## config.mk

```make
export PLATFORM = sky130hd
export DESIGN_NAME = dram_axi_arbiter
export DESIGN_NICKNAME = d
export VERILOG_FILES = /design/src/rtl/dram_axi_arbiter.sv
export SDC_FILE = /design/constraint.sdc
export NUM_CORES = 1
export LEC_CHECK = 0
export ABC_CLOCK_PERIOD_IN_PS = 3250
export CORE_AREA = 2 2 225 227
export CTS_CLUSTER_DIAMETER = 60
export CTS_CLUSTER_SIZE = 28
export DETAILED_ROUTE_END_ITERATION = 7
export DIE_AREA = 0 0 227 229
export PLACE_DENSITY_LB_ADDON = 0.05
export SLEW_MARGIN = 20
export SYNTH_ARGS = -nofsm -noshare
export SYNTH_HDL_FRONTEND = slang
export SYNTH_SLANG_ARGS = --single-unit
export TNS_END_PERCENT = 100
```

## constraint.sdc

```tcl
create_clock -name clk -period 3.25 [get_ports clk]
set_input_delay 0.65 -clock clk [delete_from_list [all_inputs] [get_ports clk]]
set_output_delay 0.65 -clock clk [all_outputs]
set_load 0.02 [all_outputs]
```

## src/rtl/dram_axi_arbiter.sv

```systemverilog
// Two-port AXI4 arbiter in front of the single-outstanding DRAM controller.
// Whole transactions are granted round-robin; WLAST is regenerated from AWLEN.
module dram_axi_arbiter #(
  parameter int AXI4_ID_WIDTH = 4,
  parameter int ADDR_WIDTH    = 32,
  parameter int DATA_WIDTH    = 32
) (
  input  logic                     clk,
  input  logic                     rst_n,
  // port 0 (CPU)
  input  logic [AXI4_ID_WIDTH-1:0] s0_awid,
  input  logic [ADDR_WIDTH-1:0]    s0_awaddr,
  input  logic [7:0]               s0_awlen,
  input  logic [2:0]               s0_awsize,
  input  logic [1:0]               s0_awburst,
  input  logic                     s0_awvalid,
  output logic                     s0_awready,
  input  logic [DATA_WIDTH-1:0]    s0_wdata,
  input  logic [DATA_WIDTH/8-1:0]  s0_wstrb,
  input  logic                     s0_wlast,
  input  logic                     s0_wvalid,
  output logic                     s0_wready,
  output logic [AXI4_ID_WIDTH-1:0] s0_bid,
  output logic [1:0]               s0_bresp,
  output logic                     s0_bvalid,
  input  logic                     s0_bready,
  input  logic [AXI4_ID_WIDTH-1:0] s0_arid,
  input  logic [ADDR_WIDTH-1:0]    s0_araddr,
  input  logic [7:0]               s0_arlen,
  input  logic [2:0]               s0_arsize,
  input  logic [1:0]               s0_arburst,
  input  logic                     s0_arvalid,
  output logic                     s0_arready,
  output logic [AXI4_ID_WIDTH-1:0] s0_rid,
  output logic [DATA_WIDTH-1:0]    s0_rdata,
  output logic [1:0]               s0_rresp,
  output logic                     s0_rlast,
  output logic                     s0_rvalid,
  input  logic                     s0_rready,
  // port 1 (DMA)
  input  logic [AXI4_ID_WIDTH-1:0] s1_awid,
  input  logic [ADDR_WIDTH-1:0]    s1_awaddr,
  input  logic [7:0]               s1_awlen,
  input  logic [2:0]               s1_awsize,
  input  logic [1:0]               s1_awburst,
  input  logic                     s1_awvalid,
  output logic                     s1_awready,
  input  logic [DATA_WIDTH-1:0]    s1_wdata,
  input  logic [DATA_WIDTH/8-1:0]  s1_wstrb,
  input  logic                     s1_wlast,
  input  logic                     s1_wvalid,
  output logic                     s1_wready,
  output logic [AXI4_ID_WIDTH-1:0] s1_bid,
  output logic [1:0]               s1_bresp,
  output logic                     s1_bvalid,
  input  logic                     s1_bready,
  input  logic [AXI4_ID_WIDTH-1:0] s1_arid,
  input  logic [ADDR_WIDTH-1:0]    s1_araddr,
  input  logic [7:0]               s1_arlen,
  input  logic [2:0]               s1_arsize,
  input  logic [1:0]               s1_arburst,
  input  logic                     s1_arvalid,
  output logic                     s1_arready,
  output logic [AXI4_ID_WIDTH-1:0] s1_rid,
  output logic [DATA_WIDTH-1:0]    s1_rdata,
  output logic [1:0]               s1_rresp,
  output logic                     s1_rlast,
  output logic                     s1_rvalid,
  input  logic                     s1_rready,
  // downstream toward dram_controller
  output logic [AXI4_ID_WIDTH-1:0] m_awid,
  output logic [ADDR_WIDTH-1:0]    m_awaddr,
  output logic [7:0]               m_awlen,
  output logic [2:0]               m_awsize,
  output logic [1:0]               m_awburst,
  output logic                     m_awvalid,
  input  logic                     m_awready,
  output logic [DATA_WIDTH-1:0]    m_wdata,
  output logic [DATA_WIDTH/8-1:0]  m_wstrb,
  output logic                     m_wlast,
  output logic                     m_wvalid,
  input  logic                     m_wready,
  input  logic [AXI4_ID_WIDTH-1:0] m_bid,
  input  logic [1:0]               m_bresp,
  input  logic                     m_bvalid,
  output logic                     m_bready,
  output logic [AXI4_ID_WIDTH-1:0] m_arid,
  output logic [ADDR_WIDTH-1:0]    m_araddr,
  output logic [7:0]               m_arlen,
  output logic [2:0]               m_arsize,
  output logic [1:0]               m_arburst,
  output logic                     m_arvalid,
  input  logic                     m_arready,
  input  logic [AXI4_ID_WIDTH-1:0] m_rid,
  input  logic [DATA_WIDTH-1:0]    m_rdata,
  input  logic [1:0]               m_rresp,
  input  logic                     m_rlast,
  input  logic                     m_rvalid,
  output logic                     m_rready,
  // status
  output logic                     busy,
  output logic                     owner,
  output logic                     len_err
);

  typedef enum logic [2:0] {IDLE, WADDR, WDATA, WRESP, RADDR, RDATA} state_t;

  state_t     state, state_nxt;
  logic       rr;
  logic [7:0] beat_cnt, beat_len;
  logic       req0, req1, win, win_aw;
  logic       own_awvalid, own_wvalid, own_wlast, own_bready, own_arvalid, own_rready;
  logic       aw_hs, w_hs, b_hs, ar_hs, r_hs;

  assign req0   = s0_awvalid | s0_arvalid;
  assign req1   = s1_awvalid | s1_arvalid;
  assign win    = (req0 & req1) ? rr : req1;
  assign win_aw = win ? s1_awvalid : s0_awvalid;

  // Owner-selected request fields; idle-channel values are don't-care.
  assign m_awid      = owner ? s1_awid    : s0_awid;
  assign m_awaddr    = owner ? s1_awaddr  : s0_awaddr;
  assign m_awlen     = owner ? s1_awlen   : s0_awlen;
  assign m_awsize    = owner ? s1_awsize  : s0_awsize;
  assign m_awburst   = owner ? s1_awburst : s0_awburst;
  assign m_wdata     = owner ? s1_wdata   : s0_wdata;
  assign m_wstrb     = owner ? s1_wstrb   : s0_wstrb;
  assign m_arid      = owner ? s1_arid    : s0_arid;
  assign m_araddr    = owner ? s1_araddr  : s0_araddr;
  assign m_arlen     = owner ? s1_arlen   : s0_arlen;
  assign m_arsize    = owner ? s1_arsize  : s0_arsize;
  assign m_arburst   = owner ? s1_arburst : s0_arburst;
  assign own_awvalid = owner ? s1_awvalid : s0_awvalid;
  assign own_wvalid  = owner ? s1_wvalid  : s0_wvalid;
  assign own_wlast   = owner ? s1_wlast   : s0_wlast;
  assign own_bready  = owner ? s1_bready  : s0_bready;
  assign own_arvalid = owner ? s1_arvalid : s0_arvalid;
  assign own_rready  = owner ? s1_rready  : s0_rready;

  assign s0_bid   = m_bid;
  assign s0_bresp = m_bresp;
  assign s1_bid   = m_bid;
  assign s1_bresp = m_bresp;
  assign s0_rid   = m_rid;
  assign s0_rdata = m_rdata;
  assign s0_rresp = m_rresp;
  assign s0_rlast = m_rlast;
  assign s1_rid   = m_rid;
  assign s1_rdata = m_rdata;
  assign s1_rresp = m_rresp;
  assign s1_rlast = m_rlast;

  assign m_wlast = (beat_cnt == beat_len);
  assign busy    = (state != IDLE);

  assign aw_hs = m_awvalid & m_awready;
  assign w_hs  = m_wvalid & m_wready;
  assign b_hs  = m_bvalid & m_bready;
  assign ar_hs = m_arvalid & m_arready;
  assign r_hs  = m_rvalid & m_rready;

  always_ff @(posedge clk or negedge rst_n) begin
    if (!rst_n) state <= IDLE;
    else        state <= state_nxt;
  end

  always_ff @(posedge clk or negedge rst_n) begin
    if (!rst_n) begin
      rr       <= 1'b0;
      owner    <= 1'b0;
      beat_cnt <= '0;
      beat_len <= '0;
      len_err  <= 1'b0;
    end else begin
      if (state == IDLE && (req0 | req1)) owner <= win;
      if (aw_hs) begin
        beat_cnt <= '0;
        beat_len <= m_awlen;
      end else if (w_hs && !m_wlast) begin
        beat_cnt <= beat_cnt + 8'd1;
      end
      if (w_hs && (own_wlast != m_wlast)) len_err <= 1'b1;
      // handshakes are gated by state, so these only fire on the final response
      if (b_hs || (r_hs && m_rlast)) rr <= ~owner;
    end
  end

  always_comb begin
    state_nxt = state;
    unique case (state)
      IDLE:    if (req0 | req1) state_nxt = win_aw ? WADDR : RADDR;
      WADDR:   if (aw_hs) state_nxt = WDATA;
      WDATA:   if (w_hs && m_wlast) state_nxt = WRESP;
      WRESP:   if (b_hs) state_nxt = IDLE;
      RADDR:   if (ar_hs) state_nxt = RDATA;
      RDATA:   if (r_hs && m_rlast) state_nxt = IDLE;
      default: state_nxt = IDLE;
    endcase
  end

  always_comb begin
    m_awvalid  = 1'b0;
    m_wvalid   = 1'b0;
    m_bready   = 1'b0;
    m_arvalid  = 1'b0;
    m_rready   = 1'b0;
    s0_awready = 1'b0;
    s1_awready = 1'b0;
    s0_wready  = 1'b0;
    s1_wready  = 1'b0;
    s0_bvalid  = 1'b0;
    s1_bvalid  = 1'b0;
    s0_arready = 1'b0;
    s1_arready = 1'b0;
    s0_rvalid  = 1'b0;
    s1_rvalid  = 1'b0;
    unique case (state)
      WADDR: begin
        m_awvalid  = own_awvalid;
        s0_awready = ~owner & m_awready;
        s1_awready =  owner & m_awready;
      end
      WDATA: begin
        m_wvalid  = own_wvalid;
        s0_wready = ~owner & m_wready;
        s1_wready =  owner & m_wready;
      end
      WRESP: begin
        m_bready  = own_bready;
        s0_bvalid = ~owner & m_bvalid;
        s1_bvalid =  owner & m_bvalid;
      end
      RADDR: begin
        m_arvalid  = own_arvalid;
        s0_arready = ~owner & m_arready;
        s1_arready =  owner & m_arready;
      end
      RDATA: begin
        m_rready  = own_rready;
        s0_rvalid = ~owner & m_rvalid;
        s1_rvalid =  owner & m_rvalid;
      end
      default: ;
    endcase
  end

endmodule

```

==> run metrics, run 1 <==
Crit path largest cell delay=0.56 ns; Unique masters post-synth=49; CTS tree=yes; fmax=336 MHz; dpl hpwl=23.6 mm; Int Pwr=0.00273 W; final setup TNS=0 ns; via count=4234; Worst-Margin Slew=0.668 ns; Tmin final=2.97 ns; CTS max path bufs=2; DR iter-0 viols=106; Reg power frac=0.110; CP dominant cell by count=buf_12; Initial Util=0.0757; core area=0.0497 mm2; Global Route Usage Sum=0.0967; fin. max-slew vios=0; skew final=0.00220 ns; pwr dens=579 mW/mm2; R2R depth=6; Crit path required time=2.60 ns; largest net degree at the start of global routing=44; Layout area overhead=127%; Clock transition at path regs=0.07 ns; DRC=0; PortBufs=442; Hold-fix buffers, CTS=0; R2R setup slack=1.14 ns; CP Depth=4; final design utilization=0.171; Combinational Power Share=0.815; final antenna-violating net count=0; outcome=finished, final reports clean; Post-synth EDFFs=0; initial antenna violation count=2; Die ar.=0.0520 mm2; clock sinks=22; fin nets=1093; slew margin rel.=0.555; worst skew pair latency=0.27 ns; end of the worst register-to-register path=beat_cnt[7]; post-synthesis sequential area ratio=0.146; first-pass GRT wire length=36.2 mm; Max IR drop VDD=0.000158 V; Synth Flop Type=dfrtp_1; delay-heaviest family, CP=buffers and inverters; RD Place Congestion=0.800; row cnt=82; switching share of total power=0.446; buffers plus inverters on the worst setup path=3; period utilization=0.915; Hold Vio Cnt, Final=0; die height=229 um; CTS Buf Count=3; layout cells sized above 1=0.224; slowest stage cell, crit path=dfrtp_4; CTS-repair resized insts=0; crit path max fanout=24; root buffer cell=clkbuf_16; Async S/R FF share, synth=1.00; final wirelength=26.3 mm; IO Pins=575; worst-path cell chain=buf_12, buf_12, mux2_2, clkdlybuf4s50_1; Syn Std Cell Area=0.00376 mm2; vias in the first global route=4792; Warnings, synthesis=0; Clock Power Share=0.075; Vias/cell=2.95; Pleak=3.08 nW; Filler cells=5610; H-tree Lvls=1; Max-Cap Viols=0; Post-Synthesis Cells=410; crit start category=flip-flop; Synthesized Nets=743; Post-Syn Area per Cell=9.17 um2; Hold Crit Class=flip-flop to flip-flop; routed len/inst=18.4 um; post-CTS setup buffers=0; CP arrival=2.32 ns; gr ovfl total=0; CP startpoint=owner; Die X=227 um; drt pass-1 iters=4; crit path capture type=primary output; Net Switching=0.00220 W; reg2reg start=owner; synthesis-stage register bit count=22; CP endpoint=m_awaddr[2]; RSZ-0062 raised after global routing=false; final setup violation count=0; critical path class=flip-flop to primary output
-- layout make-up --
type	instances	area [um2]	share of cell area
sequential	22	554	0.0651
clock inverter	1	30.0	0.00353
inverter	6	22.5	0.00264
timing repair buffer	459	4600	0.540
tap	672	841	0.0987
antenna	2	5.00	0.000588
multi-input combinational	268	2390	0.280
clock buffer	3	75.1	0.00882
-- worst min-delay path, delay by kind of cell, from the launching register on --
family | cells | cell delay [ns]
flops | 1 | 0.37
simple gates | 2 | 0.12
-- per-stage QoR --
step           std cells  hold WS, ns  cell area, um2  setup WS, ns  power (W)
6_report            1433        0.511            8520         0.277    0.00493
4_1_cts             1431        0.525            8510         0.234    0.00509
3_3_place_gp        1427        0.499            8410         0.308    0.00470
2_1_floorplan        410        0.354            3760         0.781    0.00283
3_5_place_dp        1427        0.507            8410         0.293    0.00468
5_1_grt             1433        0.543            8520         0.187    0.00528
-- placed cells by master (no fill, tap or decap), types with 2 or more instances in the layout --
master / n
clkdlybuf4s50_1: 442
mux2_2: 135
nand2_1: 42
dfrtp_1: 21
buf_4: 13
nor2_1: 12
xor2_1: 8
mux2i_1: 7
inv_1: 6
and3_1: 4
o21ai_0: 4
nand2b_1: 4
a21oi_1: 4
buf_12: 4
and2_1: 3
nor3_1: 3
nand4_1: 3
clkbuf_16: 3
diode_2: 2
nor4_4: 2
and4b_1: 2
nand3_1: 2
o21bai_1: 2
a211oi_1: 2
o22ai_1: 2
xnor2_1: 2
a31oi_1: 2
-- worst min path at each step --
stage	slack, ns	endpoint	cells after the start	start
after global placement	0.50	beat_len[3]	2	beat_len[3]
after global routing	0.54	beat_len[4]	2	beat_len[4]
after floorplan	0.35	beat_cnt[0]	0	rst_n
after CTS	0.52	beat_len[1]	2	beat_len[1]
final	0.51	beat_len[3]	2	beat_len[3]
after detailed placement	0.51	beat_len[2]	2	beat_len[2]
-- layer usage --
| layer | part of all wire | vias to the layer above | GRT usage |
|---|---|---|---|
| met1 | 0.38 | 2008 | 0.108 |
| met4 | 0.0095 | 0 | 0.0127 |
| met5 | 0 | - | 0 |
| met2 | 0.57 | 172 | 0.191 |
| li1 | - | 2041 | - |
| met3 | 0.045 | 13 | 0.0182 |
-- registers in the layout, summed over array words and instances (netlist names) --
name and flops:
len_err 1, beat_len 8, beat_cnt 8, owner 1, state 3, rr 1
-- kinds of logic after synthesis --
group                    synth area share
XOR/XNOR                           0.0276
AND/OR/NAND/NOR                     0.128
AO/OA/AOI/OAI                      0.0483
flip-flops                          0.146
multiplexers                        0.427
buffers and inverters               0.219
adder cells (fa/ha/maj)           0.00333
-- synthesized netlist by cell type (3+ instances only) --
| cell | number | area share |
|---|---|---|
| buf_4 | 92 | 0.18 |
| clkbuf_1 | 6 | 0.0060 |
| o21ai_0 | 4 | 0.0053 |
| and3_1 | 4 | 0.0067 |
| nor2_1 | 12 | 0.012 |
| nand2_1 | 42 | 0.042 |
| xor2_1 | 8 | 0.019 |
| inv_1 | 6 | 0.0060 |
| nand2b_1 | 4 | 0.0067 |
| dfrtp_1 | 22 | 0.15 |
| buf_2 | 15 | 0.020 |
| nand4_1 | 3 | 0.0050 |
| mux2_2 | 135 | 0.40 |
| nor3_1 | 3 | 0.0040 |
| and2_1 | 3 | 0.0050 |
| a21oi_1 | 4 | 0.0053 |
| mux2i_1 | 7 | 0.019 |
-- power by group through the flow --
stage / clock network [W] / logic [W] / registers [W]
after floorplan: 0 / 0.00238 / 0.000456
after global placement: 0 / 0.00414 / 0.000558
after detailed placement: 0 / 0.00412 / 0.000558
after CTS: 0.000391 / 0.00415 / 0.000553
after global routing: 0.000405 / 0.00430 / 0.000569
final: 0.000370 / 0.00402 / 0.000541
(Power assumes the default switching activity.)
==> inputs of run 2 (changes only) <==
--- a/config.mk
+++ b/config.mk
@@ -11,6 +11,7 @@
 export CTS_CLUSTER_SIZE = 28
 export DETAILED_ROUTE_END_ITERATION = 7
 export DIE_AREA = 0 0 227 229
+export GPL_TIMING_DRIVEN = 0
 export PLACE_DENSITY_LB_ADDON = 0.05
 export SLEW_MARGIN = 20
 export SYNTH_ARGS = -nofsm -noshare
==> run metrics, run 2 (synthesized netlist as in run 1, its figures left out) <==
most common cell after layout, fill and taps aside=clkdlybuf4s50_1; final setup violation count=0; pre-CTS setup slack=-0.380 ns; first-pass GRT wire length=40.1 mm; worst skew pair latency=0.28 ns; critical path class=flip-flop to primary output; layout cells sized above 1=0.280; final wirelength=30.1 mm; via count=4811; CTS max path bufs=2; Die X=227 um; final worst slack=0.167 ns; Final Total Pwr=0.00518 W; DRC=0; pwr dens=517 mW/mm2; Int Pwr=0.00283 W; routed len/inst=18.6 um; post-CTS setup buffers=0; slew margin rel.=0.577; top flop regs=beat_cnt (8), beat_len (8), state (3); skew final=0.00773 ns; crit path max fanout=10; Worst-Margin Slew=0.634 ns; most frequent cells in the layout=clkdlybuf4s50_1, mux2_2, buf_4; CP arrival=2.43 ns; fin nets=1278; gr ovfl total=0; RD Place Congestion=0.744; Max IR drop VDD=0.000158 V; Vias/cell=2.97; Combinational Power Share=0.838; CTS-repair resized insts=6; PortBufs=530; initial antenna violation count=4; worst-path cell chain=buf_4, clkbuf_4, buf_2, mux2_2, clkdlybuf4s50_1; RSZ-0062 raised after global routing=false; delay-heaviest family, CP=buffers and inverters; Tmin final=3.08 ns; largest net degree at the start of global routing=23; clock sinks=22; switching share of total power=0.454; Reg power frac=0.089; outcome=finished, final reports clean; dpl hpwl=27.1 mm; Max-Cap Viols=0; Die ar.=0.0520 mm2; Initial Util=0.0757; crit start category=flip-flop; buffers plus inverters on the worst setup path=4; CTS Buf Count=3; Layout area overhead=167%; period utilization=0.949; Filler cells=5571; Hold Vio Cnt, Final=0; Hold-fix buffers, CTS=0; Crit path required time=2.60 ns; vias in the first global route=5009; fin. max-slew vios=0; root buffer cell=clkbuf_16; DR iter-0 viols=71; fmax=324 MHz; CTS tree=yes; Clock Power Share=0.073; Pleak=3.86 nW; Clock transition at path regs=0.07 ns; row cnt=82; Global Route Usage Sum=0.110; Net Switching=0.00235 W; H-tree Lvls=1; IO Pins=575; crit path capture type=primary output; core area=0.0497 mm2; slowest stage cell, crit path=clkdlybuf4s50_1; Crit path largest cell delay=0.65 ns; final antenna-violating net count=0; drt pass-1 iters=6; Hold Crit Class=input pin to async pin; die height=229 um
run 2: cell count changes in the layout (fill, tap and decap cells not counted), sizes merged:
| cell | delta |
|---|---|
| clkdlybuf4s50 | +86 |
| dlygate4sd2 | +1 |
| diode | +1 |
| clkbuf | +6 |
| buf | +92 |
run 2: power by group through the flow:
stage,sequential [W],clock (W),combinational [W]
detailed placement,0.000470,0,0.00443
global route,0.000476,0.000415,0.00463
finish,0.000461,0.000379,0.00434
global placement,0.000470,0,0.00448
CTS,0.000465,0.000411,0.00447
floorplan,0.000456,0,0.00238
run 2: cell type report:
cell class / count / area, um2 / share of cell area
Timing Repair Buffer: 530 / 5300 / 0.529
Multi-Input combinational cell: 268 / 2390 / 0.238
Tap cell: 672 / 841 / 0.0839
Buffer: 114 / 808 / 0.0807
Sequential cell: 22 / 551 / 0.0549
Clock buffer: 3 / 75.1 / 0.00749
Clock inverter: 1 / 30.0 / 0.00300
Inverter: 6 / 22.5 / 0.00225
Antenna cell: 3 / 7.51 / 0.000749
run 2: layer usage:
metal  track usage  share of wire  vias up
li1              -              -     2416
met1         0.118           0.36     2244
met2         0.227           0.59      145
met3        0.0176          0.037        6
met4        0.0102         0.0046        0
met5             0              0        -
run 2: worst register-to-register path, stage by stage, from the launching register on:
cell,delay [ns]
dfrtp_1,0.47
nand4b_1,0.35
nor2_1,0.53
clkbuf_1,0.56
nand2_1,0.15
nand2_1,0.08
run 2: through the flow:
step / hold WS [ns] / instance area, um2 / std cells / utilization / setup TNS [ns]
finish: 0.390 / 10000 / 1619 / 0.202 / 0
global route: 0.428 / 10000 / 1619 / 0.202 / 0
CTS: 0.415 / 10000 / 1616 / 0.202 / 0
detailed placement: 0.466 / 9900 / 1612 / 0.199 / -1.65
global placement: 0.472 / 9900 / 1612 / 0.199 / -2.00
floorplan: 0.354 / 3760 / 410 / - / 0
run 2: path summary, 6_finish.rpt:
kind | startpoint | to | slack, ns | cells past startpoint
max | owner | m_wdata[5] | 0.17 | 5
min | rst_n | len_err | 0.39 | 1
max reg2reg | state[1] | beat_len[4] | 1.07 | 5
min reg2reg | len_err | len_err | 0.48 | 1
max in group asynchronous | rst_n | beat_cnt[3] | 2.45 | 1
min in group clk | len_err | len_err | 0.48 | 1
==> inputs of run 3 (changes only) <==
--- a/config.mk
+++ b/config.mk
@@ -5,7 +5,7 @@
 export SDC_FILE = /design/constraint.sdc
 export NUM_CORES = 1
 export LEC_CHECK = 0
-export ABC_CLOCK_PERIOD_IN_PS = 3250
+export ABC_CLOCK_PERIOD_IN_PS = 2700
 export CORE_AREA = 2 2 225 227
 export CTS_CLUSTER_DIAMETER = 60
 export CTS_CLUSTER_SIZE = 28
==> constraint.sdc (replaced) <==
create_clock -name clk -period 2.7 [get_ports clk]
set_input_delay 0.54 -clock clk [delete_from_list [all_inputs] [get_ports clk]]
set_output_delay 0.54 -clock clk [all_outputs]
set_load 0.02 [all_outputs]
==> run metrics, run 3 (synthesized netlist as in run 1, its figures left out) <==
outcome=finished, final reports clean; via count=4818; CTS tree=yes; Crit path required time=2.16 ns; fin. max-slew vios=0; critical path class=input pin to primary output; DR iter-0 viols=84; Max IR drop VDD=0.000193 V; Vias/cell=2.97; vias in the first global route=5005; Die ar.=0.0520 mm2; first-pass GRT wire length=40.2 mm; final wirelength=30.1 mm; delay-heaviest family, CP=buffers and inverters; RSZ-0062 raised after global routing=false; Placed Area=0.00990 mm2; skew final=0.00865 ns; Crit path largest cell delay=0.61 ns; DRC=0; Hold-fix buffers, CTS=0; CTS max path bufs=2; Placed Cells=1612; fin nets=1281; die height=229 um; root buffer cell=clkbuf_16; slew margin rel.=0.576; IO Pins=575; largest net degree at the start of global routing=23; clock sinks=22; Global Route Usage Sum=0.110; layout cells sized above 1=0.286; PortBufs=530; pwr dens=599 mW/mm2; worst-path cell chain=clkdlybuf4s50_1, and4b_1, and2_1, clkdlybuf4s50_1; Tmin final=2.60 ns; most common cell after layout, fill and taps aside=clkdlybuf4s50_1; Hold Vio Cnt, Final=0; crit path capture type=primary output; CTS Buf Count=3; RD Place Congestion=0.744; crit path max fanout=4; period utilization=0.964; crit start category=input pin; buffers plus inverters on the worst setup path=2; Worst Hold Margin=0.280 ns; Hold Crit Class=input pin to async pin; worst skew pair latency=0.28 ns; Die X=227 um; CP arrival=2.06 ns; Finished Layout Cells=1622; Initial Util=0.0757; gr ovfl total=0; most frequent cells in the layout=clkdlybuf4s50_1, dlygate4sd2_1, mux2_2; CP dominant cell by count=clkdlybuf4s50_1; top flop regs=beat_cnt (8), beat_len (8), state (3); initial antenna violation count=4; Filler cells=5612; drt pass-1 iters=4; row cnt=82; slowest stage cell, crit path=clkdlybuf4s50_1; Clock transition at path regs=0.07 ns; Final Total Pwr=0.00596 W; fmax=384 MHz; routed len/inst=18.5 um; core area=0.0497 mm2; H-tree Lvls=1; final antenna-violating net count=0; Layout area overhead=164%; dpl hpwl=27.1 mm; Worst-Margin Slew=0.636 ns; final setup violation count=0; Max-Cap Viols=0; Pleak=4.13 nW; post-route cell area=0.00994 mm2
[run 3: final timing paths]
kind | slack, ns | startpoint | cells past startpoint | to
worst min register to register | 0.48 | len_err | 1 | len_err
worst max-delay path | 0.1 | m_bvalid | 4 | s1_bvalid
max in group asynchronous | 2.01 | rst_n | 1 | beat_cnt[3]
worst min-delay path | 0.28 | rst_n | 1 | len_err
min in group clk | 0.48 | len_err | 1 | len_err
worst max register to register | 0.52 | state[1] | 5 | beat_len[4]
[run 3: worst reg2reg max path, delay by kind of cell, from the launching register on]
| family | cells | cell delay (ns) |
|---|---|---|
| AND/OR/NAND/NOR | 4 | 1.11 |
| buffers and inverters | 1 | 0.56 |
| flip-flops | 1 | 0.46 |
[run 3: metrics by stage]
step | setup WS (ns) | TNS, ns | util
after detailed placement | -0.820 | -50.56 | 0.199
final | 0.0960 | 0 | 0.200
after global routing | 0.00970 | 0 | 0.200
after floorplan | 0.341 | 0 | -
after global placement | -0.846 | -52.21 | 0.199
after CTS | -0.0489 | -0.0489 | 0.200
[run 3: timing repair]
item,in CTS,in global routing
gates resized for setup,167,7
buffers inserted,1,2
setup endpoints to repair,149,6
pin swaps,1,1
[run 3: metal layers]
metal	GRT usage	part of all wire	up-vias
li1	-	-	2420
met1	0.118	0.36	2243
met2	0.227	0.59	149
met3	0.0181	0.038	6
met4	0.0102	0.0046	0
met5	0	0	-
[run 3: cell type report]
class,instances,area [um2],area share
Tap cell,672,841,0.0846
Sequential cell,22,551,0.0554
Buffer,114,871,0.0876
Clock inverter,1,30.0,0.00302
Inverter,6,26.3,0.00264
Antenna cell,3,7.51,0.000755
Timing Repair Buffer,533,5150,0.518
Multi-Input combinational cell,268,2390,0.240
Clock buffer,3,75.1,0.00755
[run 3: report_power, final]
| group | switching, W | total, W | internal, W | leakage [nW] |
|---|---|---|---|---|
| clock | 0.000162 | 0.000458 | 0.000296 | 0.0511 |
| sequential | 0.000107 | 0.000554 | 0.000447 | 0.286 |
| combinational | 0.00256 | 0.00494 | 0.00238 | 3.80 |
| total | 0.00283 | 0.00596 | 0.00313 | 4.13 |
